## src/rtl/alien_fleet_ctrl.sv

```systemverilog
// rtl/alien_fleet_ctrl.sv - alien formation sequencer: march pacing, edge drop, shot scheduling, kills
module alien_fleet_ctrl #(
   parameter int ROWS        = 4,
   parameter int COLS        = 8,
   parameter int ALIEN_W     = 32,
   parameter int ALIEN_H     = 24,
   parameter int X_START     = 64,
   parameter int Y_START     = 48,
   parameter int X_MIN       = 16,
   parameter int X_MAX       = 624,
   parameter int Y_LIMIT     = 432,
   parameter int STEP_X      = 8,
   parameter int STEP_Y      = 16,
   parameter int MIN_PERIOD  = 4,
   parameter int FIRE_STRIDE = 3
) (
   input  logic                      Clk,
   input  logic                      Reset_n,
   input  logic                      frame_clk,
   input  logic                      start,
   input  logic                      kill_valid,
   input  logic [$clog2(ROWS)-1:0]   kill_row,
   input  logic [$clog2(COLS)-1:0]   kill_col,
   input  logic                      shot_busy,
   output logic [9:0]                grid_x,
   output logic [9:0]                grid_y,
   output logic [ROWS*COLS-1:0]      alive,
   output logic                      fire_req,
   output logic [9:0]                fire_x,
   output logic [9:0]                fire_y,
   output logic                      fleet_cleared,
   output logic                      fleet_landed
);
   localparam int N  = ROWS * COLS;
   localparam int RW = $clog2(ROWS);
   localparam int CW = $clog2(COLS);

   typedef enum logic [2:0] {IDLE, WAIT, SCAN, DECIDE, DROP, FIRE, DONE} state_t;
   state_t state, state_nxt;

   logic [1:0]    frame_sync;
   logic          frame_prev, tick;
   logic [7:0]    frame_cnt, pop, cnt_target, kill_idx, ptr_sum;
   logic [CW-1:0] fire_ptr, ptr_nxt, scan_col, left_col, right_col;
   logic          dir_right, scan_found, col_any, restart, cleared_now;
   logic [N-1:0]  snap, kill_mask;
   logic [RW-1:0] max_low, col_low;
   logic [COLS-1:0] col_alive;
   logic [RW-1:0] low_row [COLS];
   logic [9:0]    right_edge, left_edge, fire_x_calc, fire_y_calc, bottom_y;
   logic          drop_needed, landed;

   always_ff @(posedge Clk or negedge Reset_n) begin
      if (!Reset_n) begin
         frame_sync <= 2'b00;
         frame_prev <= 1'b0;
      end else begin
         frame_sync <= {frame_sync[0], frame_clk};
         frame_prev <= frame_sync[1];
      end
   end
   assign tick = frame_sync[1] & ~frame_prev;

   always_comb begin
      pop = '0;
      for (int i = 0; i < N; i++) pop = pop + 8'(alive[i]);
   end
   // fewer survivors -> shorter wait between marches
   assign cnt_target = 8'(MIN_PERIOD) + pop - 8'd1;

   assign kill_idx = 8'(kill_row) * 8'(COLS) + 8'(kill_col);
   always_comb begin
      kill_mask = '0;
      for (int i = 0; i < N; i++) kill_mask[i] = kill_valid && (kill_idx == 8'(i));
   end

   always_comb begin
      col_any = 1'b0;
      col_low = '0;
      for (int r = 0; r < ROWS; r++)
         for (int c = 0; c < COLS; c++)
            if (CW'(c) == scan_col && snap[r*COLS + c]) begin
               col_any = 1'b1;
               col_low = RW'(r);
            end
   end

   assign ptr_sum     = 8'(fire_ptr) + 8'(FIRE_STRIDE);
   assign ptr_nxt     = (ptr_sum >= 8'(COLS)) ? CW'(ptr_sum - 8'(COLS)) : CW'(ptr_sum);
   assign right_edge  = grid_x + (10'(right_col) + 10'd1) * 10'(ALIEN_W) + 10'(STEP_X);
   assign left_edge   = grid_x + 10'(left_col) * 10'(ALIEN_W);
   assign drop_needed = dir_right ? (right_edge > 10'(X_MAX)) : (left_edge < 10'(X_MIN + STEP_X));
   assign fire_x_calc = grid_x + 10'(ptr_nxt) * 10'(ALIEN_W) + 10'(ALIEN_W / 2);
   assign fire_y_calc = grid_y + (10'(low_row[ptr_nxt]) + 10'd1) * 10'(ALIEN_H);
   assign bottom_y    = grid_y + (10'(max_low) + 10'd1) * 10'(ALIEN_H);
   assign landed      = bottom_y >= 10'(Y_LIMIT);

   assign restart     = (state == IDLE || state == DONE) && start;
   assign cleared_now = (state != IDLE) && !restart && (alive == '0);

   always_ff @(posedge Clk or negedge Reset_n) begin
      if (!Reset_n) state <= IDLE;
      else          state <= state_nxt;
   end

   always_comb begin
      state_nxt = state;
      case (state)
         IDLE:    if (start) state_nxt = WAIT;
         WAIT:    if (tick && frame_cnt == cnt_target) state_nxt = SCAN;
         SCAN:    if (scan_col == CW'(COLS - 1)) state_nxt = DECIDE;
         DECIDE:  state_nxt = drop_needed ? DROP : FIRE;
         DROP:    state_nxt = FIRE;
         FIRE:    state_nxt = landed ? DONE : WAIT;
         DONE:    if (start) state_nxt = WAIT;
         default: state_nxt = IDLE;
      endcase
      if (cleared_now) state_nxt = DONE;
   end

   always_ff @(posedge Clk or negedge Reset_n) begin
      if (!Reset_n) begin
         alive         <= '0;
         grid_x        <= 10'(X_START);
         grid_y        <= 10'(Y_START);
         dir_right     <= 1'b1;
         frame_cnt     <= '0;
         fire_ptr      <= '0;
         fire_req      <= 1'b0;
         fire_x        <= '0;
         fire_y        <= '0;
         fleet_cleared <= 1'b0;
         fleet_landed  <= 1'b0;
         snap          <= '0;
         scan_col      <= '0;
         scan_found    <= 1'b0;
         left_col      <= '0;
         right_col     <= '0;
         max_low       <= '0;
         col_alive     <= '0;
         for (int c = 0; c < COLS; c++) low_row[c] <= '0;
      end else begin
         fire_req <= 1'b0;
         if (restart) begin
            alive         <= '1;
            grid_x        <= 10'(X_START);
            grid_y        <= 10'(Y_START);
            dir_right     <= 1'b1;
            frame_cnt     <= '0;
            fire_ptr      <= '0;
            fleet_cleared <= 1'b0;
            fleet_landed  <= 1'b0;
         end else begin
            if (state != IDLE) alive <= alive & ~kill_mask;
            if (cleared_now) begin
               fleet_cleared <= 1'b1;
            end else begin
               case (state)
                  WAIT: if (tick) begin
                     if (frame_cnt == cnt_target) begin
                        frame_cnt  <= '0;
                        snap       <= alive;
                        scan_col   <= '0;
                        scan_found <= 1'b0;
                        max_low    <= '0;
                     end else begin
                        frame_cnt <= frame_cnt + 8'd1;
                     end
                  end
                  SCAN: begin
                     col_alive[scan_col] <= col_any;
                     low_row[scan_col]   <= col_low;
                     if (col_any) begin
                        if (!scan_found) left_col <= scan_col;
                        scan_found <= 1'b1;
                        right_col  <= scan_col;
                        if (col_low > max_low) max_low <= col_low;
                     end
                     scan_col <= scan_col + CW'(1);
                  end
                  DECIDE: if (!drop_needed)
                     grid_x <= dir_right ? grid_x + 10'(STEP_X) : grid_x - 10'(STEP_X);
                  DROP: begin
                     grid_y    <= grid_y + 10'(STEP_Y);
                     dir_right <= ~dir_right;
                  end
                  FIRE: begin
                     fire_ptr <= ptr_nxt;
                     if (!shot_busy && col_alive[ptr_nxt]) begin
                        fire_req <= 1'b1;
                        fire_x   <= fire_x_calc;
                        fire_y   <= fire_y_calc;
                     end
                     if (landed) fleet_landed <= 1'b1;
                  end
                  default: ;
               endcase
            end
         end
      end
   end
endmodule

```

## config.mk

```make
export PLATFORM = sky130hd
export DESIGN_NAME = alien_fleet_ctrl
export DESIGN_NICKNAME = d
export VERILOG_FILES = /design/src/rtl/alien_fleet_ctrl.sv
export SDC_FILE = /design/constraint.sdc
export NUM_CORES = 1
export LEC_CHECK = 0
export CAP_MARGIN = 10
export CELL_PAD_IN_SITES_DETAIL_PLACEMENT = 0
export CELL_PAD_IN_SITES_GLOBAL_PLACEMENT = 1
export CORE_ASPECT_RATIO = 0.7
export CORE_MARGIN = 4
export CORE_UTILIZATION = 41
export DETAILED_ROUTE_END_ITERATION = 8
export PLACE_DENSITY = 0.82
export SLEW_MARGIN = 10
export SYNTH_ARGS = -nofsm -noshare
export SYNTH_HDL_FRONTEND = slang
export SYNTH_SLANG_ARGS = --single-unit
```

## constraint.sdc

```tcl
create_clock -name Clk -period 5.9 [get_ports Clk]
set_input_delay 1.18 -clock Clk [delete_from_list [all_inputs] [get_ports Clk]]
set_output_delay 1.18 -clock Clk [all_outputs]
set_load 0.1 [all_outputs]
```

==> impl_metrics.ini, run 1 <==
[timing]
max-slew-margin-rel = 0.1643
timing.final.ws_setup_ns = -0.1187
finalMaxSlewViolations = 0
max_freq_mhz = 166.2
finClkSkew_ns = 0.01259
fin_crit_sh = 1.020
rsz0062_at_grt = yes
tightest_slew_ns = 1.248
setup_viol_count_final = 36
layout_min_cycle_time_ns = 6.019
hold_viol = 0

[detailed_routing]
route.detailed.drc = 0
firstDrtPassIters = 5
met3_length_mm = 1.778
wl_met1_mm = 11.12
detail_route.wl_per_cell_um = 18.41
ant_nets = 0
drt_iter0_drc = 536
drt-total-wl_mm = 22.52
vias = 6581
viasPerCell = 5.381
route.met2.wl_mm = 9.400
maxUsedRoutingLayer = met4

[critical_path]
critPathLaunchType = register
path_cells = fa_1, inv_1, fa_1, inv_1, fa_1, fa_1, fa_1, inv_1, fa_1, fa_2, inv_2, fa_2, xnor2_2, nand3_2, nor4bb_4, nand2_2, nor2_4, buf_4, buf_16, mux2_2
endpoint_kind = register
critical_path_class = register to register
cp_max_fo = 16
cp.required_ns = 6.22
path_common_cell = fa_1
crit_slowest_cell = fa_1
slowest_delay_ns = 0.53
cp_data_arrival_time_ns = 6.34

[clock_network]
insertion_delay_ns = 0.44
clk_pin_slew_ns = 0.07
tritoncts = done
clock-sinks = 148
cts_buffer_depth = 2
htreeDepth = 4
cts-root-buf = clkbuf_16
cts_hold_buf = 0
cts_buffers = 17

[finish]
area_growth_pct = 21.21
fillerInstances = 1857
fin_nets = 1025
drive_gt1_frac = 0.1732
ff_latch_area_mm2 = 0.003744
antennaDiodeCount = 0
multi_input_area_mm2 = 0.004732
final_area_mm2 = 0.01063

[min_path]
min_path_type = register to register

[logic_synthesis]
syn_area_mm2 = 0.008772
ys.flop_type = dfrtp_1
synth_most_common_cell = dfrtp_1
ys_types = 64
synth_edf_count = 0
avgSynthCellArea_um2 = 10.39
ys_ff_latch = 148
synth_warnings = 0
synth_common_cells = 144 x dfrtp_1, 98 x nand2_1, 70 x inv_1
ys_seq_area_frac = 0.4228
async_flop_share = 1.000
yosysTopAreaCellShare = 0.4108
synth_area_leaders = dfrtp_1 41%, ha_1 7.1%, fa_1 6.8%
syn_inst = 844
synth_top_cell_by_area = dfrtp_1

[floorplanning]
die_x_um = 182.8
core-area_mm2 = 0.02087
die_area_mm2 = 0.02384
fp-row-count = 44
die_h_um = 130.4
pin_count = 86
start_util = 0.4204

[outcome]
status = finished with violations
violations = negative setup slack

[global_route]
grt_max_degree = 92
grt_antenna_before_repair = 0
grt_pass1_wl_mm = 36.18
grt_usage = 0.1945
grt_pass1_vias = 6374
overflow = 0

[place]
dp_hpwl_mm = 16.41
io_buffers = 72
place_area_mm2 = 0.009940
place_congestion = 0.9074

[run]
maxCapViolCount = 0
## cell families (layout without fill, tap and decap cells)
kind of cell | after synthesis | after routing | share of synthesized area
buffers and inverters | 112 | 202 | 0.05505
AOI/OAI and AO/OA | 159 | 159 | 0.1130
adders and majority gates | 80 | 80 | 0.1398
other | 2 | 15 | 0.0008561
muxes | 73 | 73 | 0.1014
DFF | 148 | 148 | 0.4228
xor gates and xnor gates | 42 | 42 | 0.04193
and+or+nand+nor | 228 | 228 | 0.1252
## registers in the layout, summed over array words and instances, names as in the netlist, 2 cells and up
name / cells
alive: 32
snap: 32
low_row: 16
col_alive: 8
frame_cnt: 8
fire_x: 7
fire_y: 7
grid_x: 7
grid_y: 6
fire_ptr: 3
left_col: 3
right_col: 3
scan_col: 3
state: 3
frame_sync: 2
max_low: 2
## cells in the final DEF, fill, tap and decap left out, types with 11 or more instances in the layout
| master | n |
|---|---|
| a21o_1 | 12 |
| clkdlybuf4s50_1 | 71 |
| dfrtp_1 | 130 |
| conb_1 | 15 |
| mux2_2 | 48 |
| o21ai_0 | 62 |
| nor4_1 | 15 |
| nand2_1 | 97 |
| xnor2_1 | 22 |
| mux2i_1 | 12 |
| ha_1 | 50 |
| clkbuf_16 | 17 |
| nand2b_1 | 11 |
| a21oi_1 | 27 |
| inv_1 | 69 |
| buf_4 | 23 |
| fa_1 | 28 |
| xor2_1 | 19 |
| nor2_1 | 27 |
| nand3_1 | 17 |
## metrics by stage
step / worst slack, ns / setup TNS (ns) / cells / hold WS [ns] / utilization
6_report: -0.1187 / -3.611 / 1223 / 0.3705 / 0.5096
5_1_grt: -0.3170 / -11.10 / 1223 / 0.3914 / 0.5096
4_1_cts: -0.1412 / -4.333 / 1223 / 0.3746 / 0.5083
3_5_place_dp: -0.1780 / -6.095 / 1188 / 0.3450 / 0.4764
3_3_place_gp: -0.001124 / -0.005844 / 1188 / 0.3525 / 0.4764
2_1_floorplan: -0.1877 / -5.457 / 857 / 0.3312 / -
## timing repair
item,in CTS,in global routing
resized for setup,14,5
setup buffers,2,0
pin swaps,14,1
gates cloned,1,0
endpoints found under the setup margin,40,47
## routing by layer
layer  global-route usage  vias up
li1                     -     3106
met1               0.2988     3257
met2               0.2656      198
met3              0.06060       20
met4              0.04860        0
met5                    0        -
## path summary, 6_finish.rpt
path	from	endpoint	slack [ns]	cells after the start
worst max-delay path	alive[10]	snap[25]	-0.12	20
worst min-delay path	frame_sync[0]	frame_sync[1]	0.37	0
worst max register to register	alive[10]	snap[25]	-0.12	20
worst min register to register	frame_sync[0]	frame_sync[1]	0.37	0
max in group asynchronous	Reset_n	alive[10]	3.72	2
min in group asynchronous	Reset_n	frame_cnt[2]	0.82	1
## final cells by class
type                       count  area share
inverter                      71     0.02506
sequential                   148      0.3521
timing repair buffer          99     0.09073
tap                          276     0.03248
multi-input combinational    597      0.4450
clock inverter                14     0.01330
clock buffer                  18     0.04130
## worst max-delay path: cells and delay by family (launching register included)
kind          cells  cell delay [ns]
xor+xnor          1             0.16
flops             1             0.48
simple gates      4             0.64
fa+ha+maj         8             3.77
mux               1             0.34
buf+inv           6             0.52
Power of run 1 is not shown: default switching activity piles up to over one toggle a cycle in this logic, so the estimate is an artifact.
==> inputs of run 2 (changes only) <==
--- a/config.mk
+++ b/config.mk
@@ -5,7 +5,7 @@
 export SDC_FILE = /design/constraint.sdc
 export NUM_CORES = 1
 export LEC_CHECK = 0
-export CAP_MARGIN = 10
+export CAP_MARGIN = 20
 export CELL_PAD_IN_SITES_DETAIL_PLACEMENT = 0
 export CELL_PAD_IN_SITES_GLOBAL_PLACEMENT = 1
 export CORE_ASPECT_RATIO = 0.7
==> run 2 against run 1 <==
Against the previous run:
- non-clock buffer count increased by 1
- fmax about the same
- hold slack is essentially flat
- setup slack got worse by 0.0030 ns
- flip-flop and latch count did not move
- via count rose by 0.73%
- the flow still finishes with violations (negative setup slack)
- final cell count about the same
==> impl_metrics.ini, run 2 (synthesis results as in run 1) <==
[critical_path]
critical_path_class = register to register
cp.required_ns = 6.22
cp_data_arrival_time_ns = 6.34
reg2regPathDepth = 20
reg2reg_from = alive[10]
endpoint_kind = register
crit_end = snap[25]
critPathLaunchType = register
cp_max_fo = 16
rr_endpoint = snap[25]
crit_start = alive[10]
rrSetupSlack_ns = -0.12

[timing]
setup_viol_count_final = 36
layout_min_cycle_time_ns = 6.022
max_freq_mhz = 166.1
timing.final.ws_setup_ns = -0.1217
max-slew-margin-rel = 0.3099
rsz0062_at_grt = yes
fin_crit_sh = 1.021
final.setup.tns_ns = -3.677
finalMaxSlewViolations = 0
hold_viol = 0
finClkSkew_ns = 0.01273
tightest_slew_ns = 1.027

[outcome]
violations = negative setup slack
status = finished with violations

[global_route]
grt_pass1_wl_mm = 36.18
grt_usage = 0.1945
overflow = 0
grt_antenna_before_repair = 0
grt_max_degree = 92
grt_pass1_vias = 6374

[run]
maxCapViolCount = 0

[finish]
top_regs = alive (32), snap (32), low_row (16)
drive_gt1_frac = 0.1741
final_cell_mix = 130 x dfrtp_1, 97 x nand2_1, 71 x clkdlybuf4s50_1, 69 x inv_1, 62 x o21ai_0
area_growth_pct = 21.30
mostFrequentLayoutCell = dfrtp_1
antennaDiodeCount = 0
final_area_mm2 = 0.01064
fin_nets = 1026

[clock_network]
cts_buffers = 17
cts_buffer_depth = 2
cts_hold_buf = 0
clock-sinks = 148
cts-root-buf = clkbuf_16
tritoncts = done
insertion_delay_ns = 0.44
clk_pin_slew_ns = 0.07
htreeDepth = 4

[place]
place_congestion = 0.9074
place_area_mm2 = 0.009940
dp_hpwl_mm = 16.41
io_buffers = 72

[floorplanning]
start_util = 0.4204
core-area_mm2 = 0.02087
die_area_mm2 = 0.02384
fp-row-count = 44
die_x_um = 182.8
pin_count = 86
die_h_um = 130.4

[min_path]
min_path_type = register to register
hold_path_depth = 0

[detailed_routing]
detail_route.wl_per_cell_um = 18.38
ant_nets = 0
viasPerCell = 5.416
firstDrtPassIters = 7
drt_iter0_drc = 607
drt-total-wl_mm = 22.49
route.detailed.drc = 0
vias = 6629
==> run 2: critical path, cell delays in order (launching register included) <==
cell      delay (ns)
dfrtp_4         0.48
fa_1            0.53
inv_1           0.05
fa_1            0.47
inv_1           0.05
fa_1            0.48
fa_1            0.50
fa_1            0.51
inv_1           0.05
fa_1            0.46
fa_2            0.37
inv_2           0.06
fa_2            0.45
xnor2_2         0.16
nand3_2         0.11
nor4bb_4        0.31
nand2_2         0.12
nor2_4          0.11
buf_4           0.15
buf_16          0.15
mux2_2          0.34
==> run 2: per-layer routing <==
metal  wire length [µm]  share of wire  GRT usage  vias to the layer above
met4                293          0.013    0.04860                        0
met5                  0              0          0                        -
li1                   -              -          -                     3100
met2               9293           0.41     0.2656                      213
met3               1806          0.080    0.06060                       28
met1              11100           0.49     0.2988                     3288
==> run 2: worst min-delay path by stage <==
| stage | from | endpoint |
|---|---|---|
| after floorplan | frame_sync[0] | frame_sync[1] |
| after global routing | frame_sync[0] | frame_sync[1] |
| after detailed placement | frame_sync[0] | frame_sync[1] |
| after CTS | frame_sync[0] | frame_sync[1] |
| final | frame_sync[0] | frame_sync[1] |
| after global placement | frame_sync[0] | frame_sync[1] |
==> run 2: final cells by class <==
type                    count  area [µm²]
clock buffers              18       439.2
repair buffers            100       972.2
clock inverters            14       141.4
flip-flops and latches    148        3744
inverters                  71       266.5
well taps                 276       345.3
multi-input cells         597        4732
fillers                  1856       10220
==> run 2: repair_timing <==
| item | in CTS | in global routing |
|---|---|---|
| gates cloned | 1 | 0 |
| setup buffers | 2 | 0 |
| resized for setup | 14 | 5 |
| pin swaps | 14 | 1 |
| endpoints found under the setup margin | 40 | 47 |
==> run 2: through the flow <==
step / cells / setup WS [ns] / utilization / hold WS (ns)
5_1_grt: 1224 / -0.3170 / 0.5100 / 0.3914
4_1_cts: 1223 / -0.1412 / 0.5083 / 0.3746
2_1_floorplan: 857 / -0.1877 / - / 0.3312
3_5_place_dp: 1188 / -0.1780 / 0.4764 / 0.3450
3_3_place_gp: 1188 / -0.001124 / 0.4764 / 0.3525
6_report: 1224 / -0.1217 / 0.5100 / 0.3705
Power of run 2 is left out for the same reason.
==> inputs of run 3 (changes only) <==
--- a/config.mk
+++ b/config.mk
@@ -5,14 +5,13 @@
 export SDC_FILE = /design/constraint.sdc
 export NUM_CORES = 1
 export LEC_CHECK = 0
-export CAP_MARGIN = 20
 export CELL_PAD_IN_SITES_DETAIL_PLACEMENT = 0
 export CELL_PAD_IN_SITES_GLOBAL_PLACEMENT = 1
 export CORE_ASPECT_RATIO = 0.7
 export CORE_MARGIN = 4
-export CORE_UTILIZATION = 41
+export CORE_UTILIZATION = 49
 export DETAILED_ROUTE_END_ITERATION = 8
-export PLACE_DENSITY = 0.82
+export PLACE_DENSITY = 0.92
 export SLEW_MARGIN = 10
 export SYNTH_ARGS = -nofsm -noshare
 export SYNTH_HDL_FRONTEND = slang
==> constraint.sdc (replaced) <==
create_clock -name Clk -period 7.3 [get_ports Clk]
set_input_delay 1.46 -clock Clk [delete_from_list [all_inputs] [get_ports Clk]]
set_output_delay 1.46 -clock Clk [all_outputs]
set_load 0.1 [all_outputs]
==> run 3 against run 2 <==
Against the previous run:
- the flow now finishes without violations
- clock-buffer cell count down 1
- die area down 16%
- utilization grew 7.9 points
- via count is 1.6% lower
- final cell count fell by 5.7%
- global-route usage rose by 2.5 points
- register-to-register slack improved by 0.74 ns
- flip-flop and latch count unchanged
- design area down 3.8%
- critical path depth decreased by 1
- non-clock buffer count down 25
- critical path type unchanged
- critical endpoint is now snap[0]
==> impl_metrics.ini, run 3 (synthesis results as in run 1) <==
[detailed_routing]
ant_nets = 0
vias = 6526
drt-total-wl_mm = 21.67
viasPerCell = 5.655
firstDrtPassIters = 6
detail_route.wl_per_cell_um = 18.78
route.detailed.drc = 0
drt_iter0_drc = 657

[timing]
max_freq_mhz = 149.7
hold_viol = 0
tightest_slew_ns = 1.074
setup_viol_count_final = 0
rsz0062_at_grt = no
layout_min_cycle_time_ns = 6.681
max-slew-margin-rel = 0.2807
final.setup.tns_ns = 0
fin_crit_sh = 0.9152
finalMaxSlewViolations = 0
finClkSkew_ns = 0.01814

[finish]
drive_gt1_frac = 0.1213
area_growth_pct = 16.67
fillerInstances = 1416
multi_input_area_mm2 = 0.004632
fin_nets = 1001
ff_latch_area_mm2 = 0.003709
final_area_mm2 = 0.01023
mostFrequentLayoutCell = dfrtp_1
utilization = 0.5893
final_cell_mix = 144 x dfrtp_1, 98 x nand2_1, 71 x clkdlybuf4s50_1, 70 x inv_1, 64 x o21ai_0
top_regs = alive (32), snap (32), low_row (16)
antennaDiodeCount = 0

[critical_path]
endpoint_kind = register
rrSetupSlack_ns = 0.62
cp_max_fo = 33
reg2reg_from = alive[10]
rr_endpoint = snap[0]
cp.required_ns = 7.61
crit_start = alive[10]
critPathLaunchType = register
cp_data_arrival_time_ns = 6.99
crit_end = snap[0]
critical_path_class = register to register
reg2regPathDepth = 19

[global_route]
overflow = 0
grt_antenna_before_repair = 0
grt_pass1_vias = 6302
grt_max_degree = 106
grt_usage = 0.2199
grt_pass1_wl_mm = 35.11

[floorplanning]
start_util = 0.5051
die_h_um = 119.9
core-area_mm2 = 0.01737
fp-row-count = 40
die_x_um = 167.9
die_area_mm2 = 0.02014
pin_count = 86

[clock_network]
htreeDepth = 4
cts_hold_buf = 0
cts-root-buf = clkbuf_16
cts.repair.resized = 0
tritoncts = done
clk_pin_slew_ns = 0.08
insertion_delay_ns = 0.43
cts_setup_buffers = 0
cts_buffer_depth = 2
cts_buffers = 17
clock-sinks = 148

[min_path]
min_path_type = register to register
hp-start = frame_sync[0]

[place]
io_buffers = 72
place_congestion = 0.8703
dp_hpwl_mm = 15.85
place_area_mm2 = 0.009641

[run]
maxCapViolCount = 0

[outcome]
status = finished clean
-- run 3: worst min-delay path by stage --
stage,to,slack [ns],depth (start not counted)
final,frame_sync[1],0.37,0
after global routing,frame_sync[1],0.39,0
after CTS,frame_sync[1],0.37,0
after detailed placement,frame_sync[1],0.35,0
after global placement,frame_sync[1],0.35,0
after floorplan,frame_sync[1],0.33,0
-- run 3: layout make-up --
class                   count  area share
multi-input cells         597      0.4526
clock buffers              17     0.04156
clock inverters            15     0.01650
well taps                 231     0.02824
repair buffers             75     0.07274
inverters                  71     0.02604
flip-flops and latches    148      0.3623
-- run 3: worst max-delay path, stage by stage, from the launching register on --
cell      delay [ns]
dfrtp_1         0.45
fa_1            0.55
inv_1           0.05
fa_1            0.47
inv_1           0.06
fa_1            0.56
fa_1            0.46
fa_1            0.51
inv_1           0.05
fa_1            0.44
fa_1            0.40
inv_1           0.08
fa_1            0.42
xnor2_1         0.16
nand3_1         0.09
nor4bb_1        0.63
nand2_1         0.23
nor2_2          0.13
buf_4           0.38
mux2_2          0.39
-- run 3: per-stage QoR --
step | instances | hold WS, ns | worst slack (ns)
5_1_grt | 1154 | 0.3871 | 0.2971
3_5_place_dp | 1122 | 0.3464 | 0.7102
6_report | 1154 | 0.3668 | 0.6194
2_1_floorplan | 857 | 0.3312 | 0.3234
4_1_cts | 1154 | 0.3732 | 0.6606
3_3_place_gp | 1122 | 0.3526 | 0.7980
-- run 3: metal layers --
metal  GRT usage  part of all wire  up-vias
met5           0                 0        -
met4     0.04967             0.013        0
met3     0.05532             0.073       23
met2      0.3047              0.41      219
met1      0.3440              0.50     3234
li1            -                 -     3050
Power of run 3 is left out for the same reason.
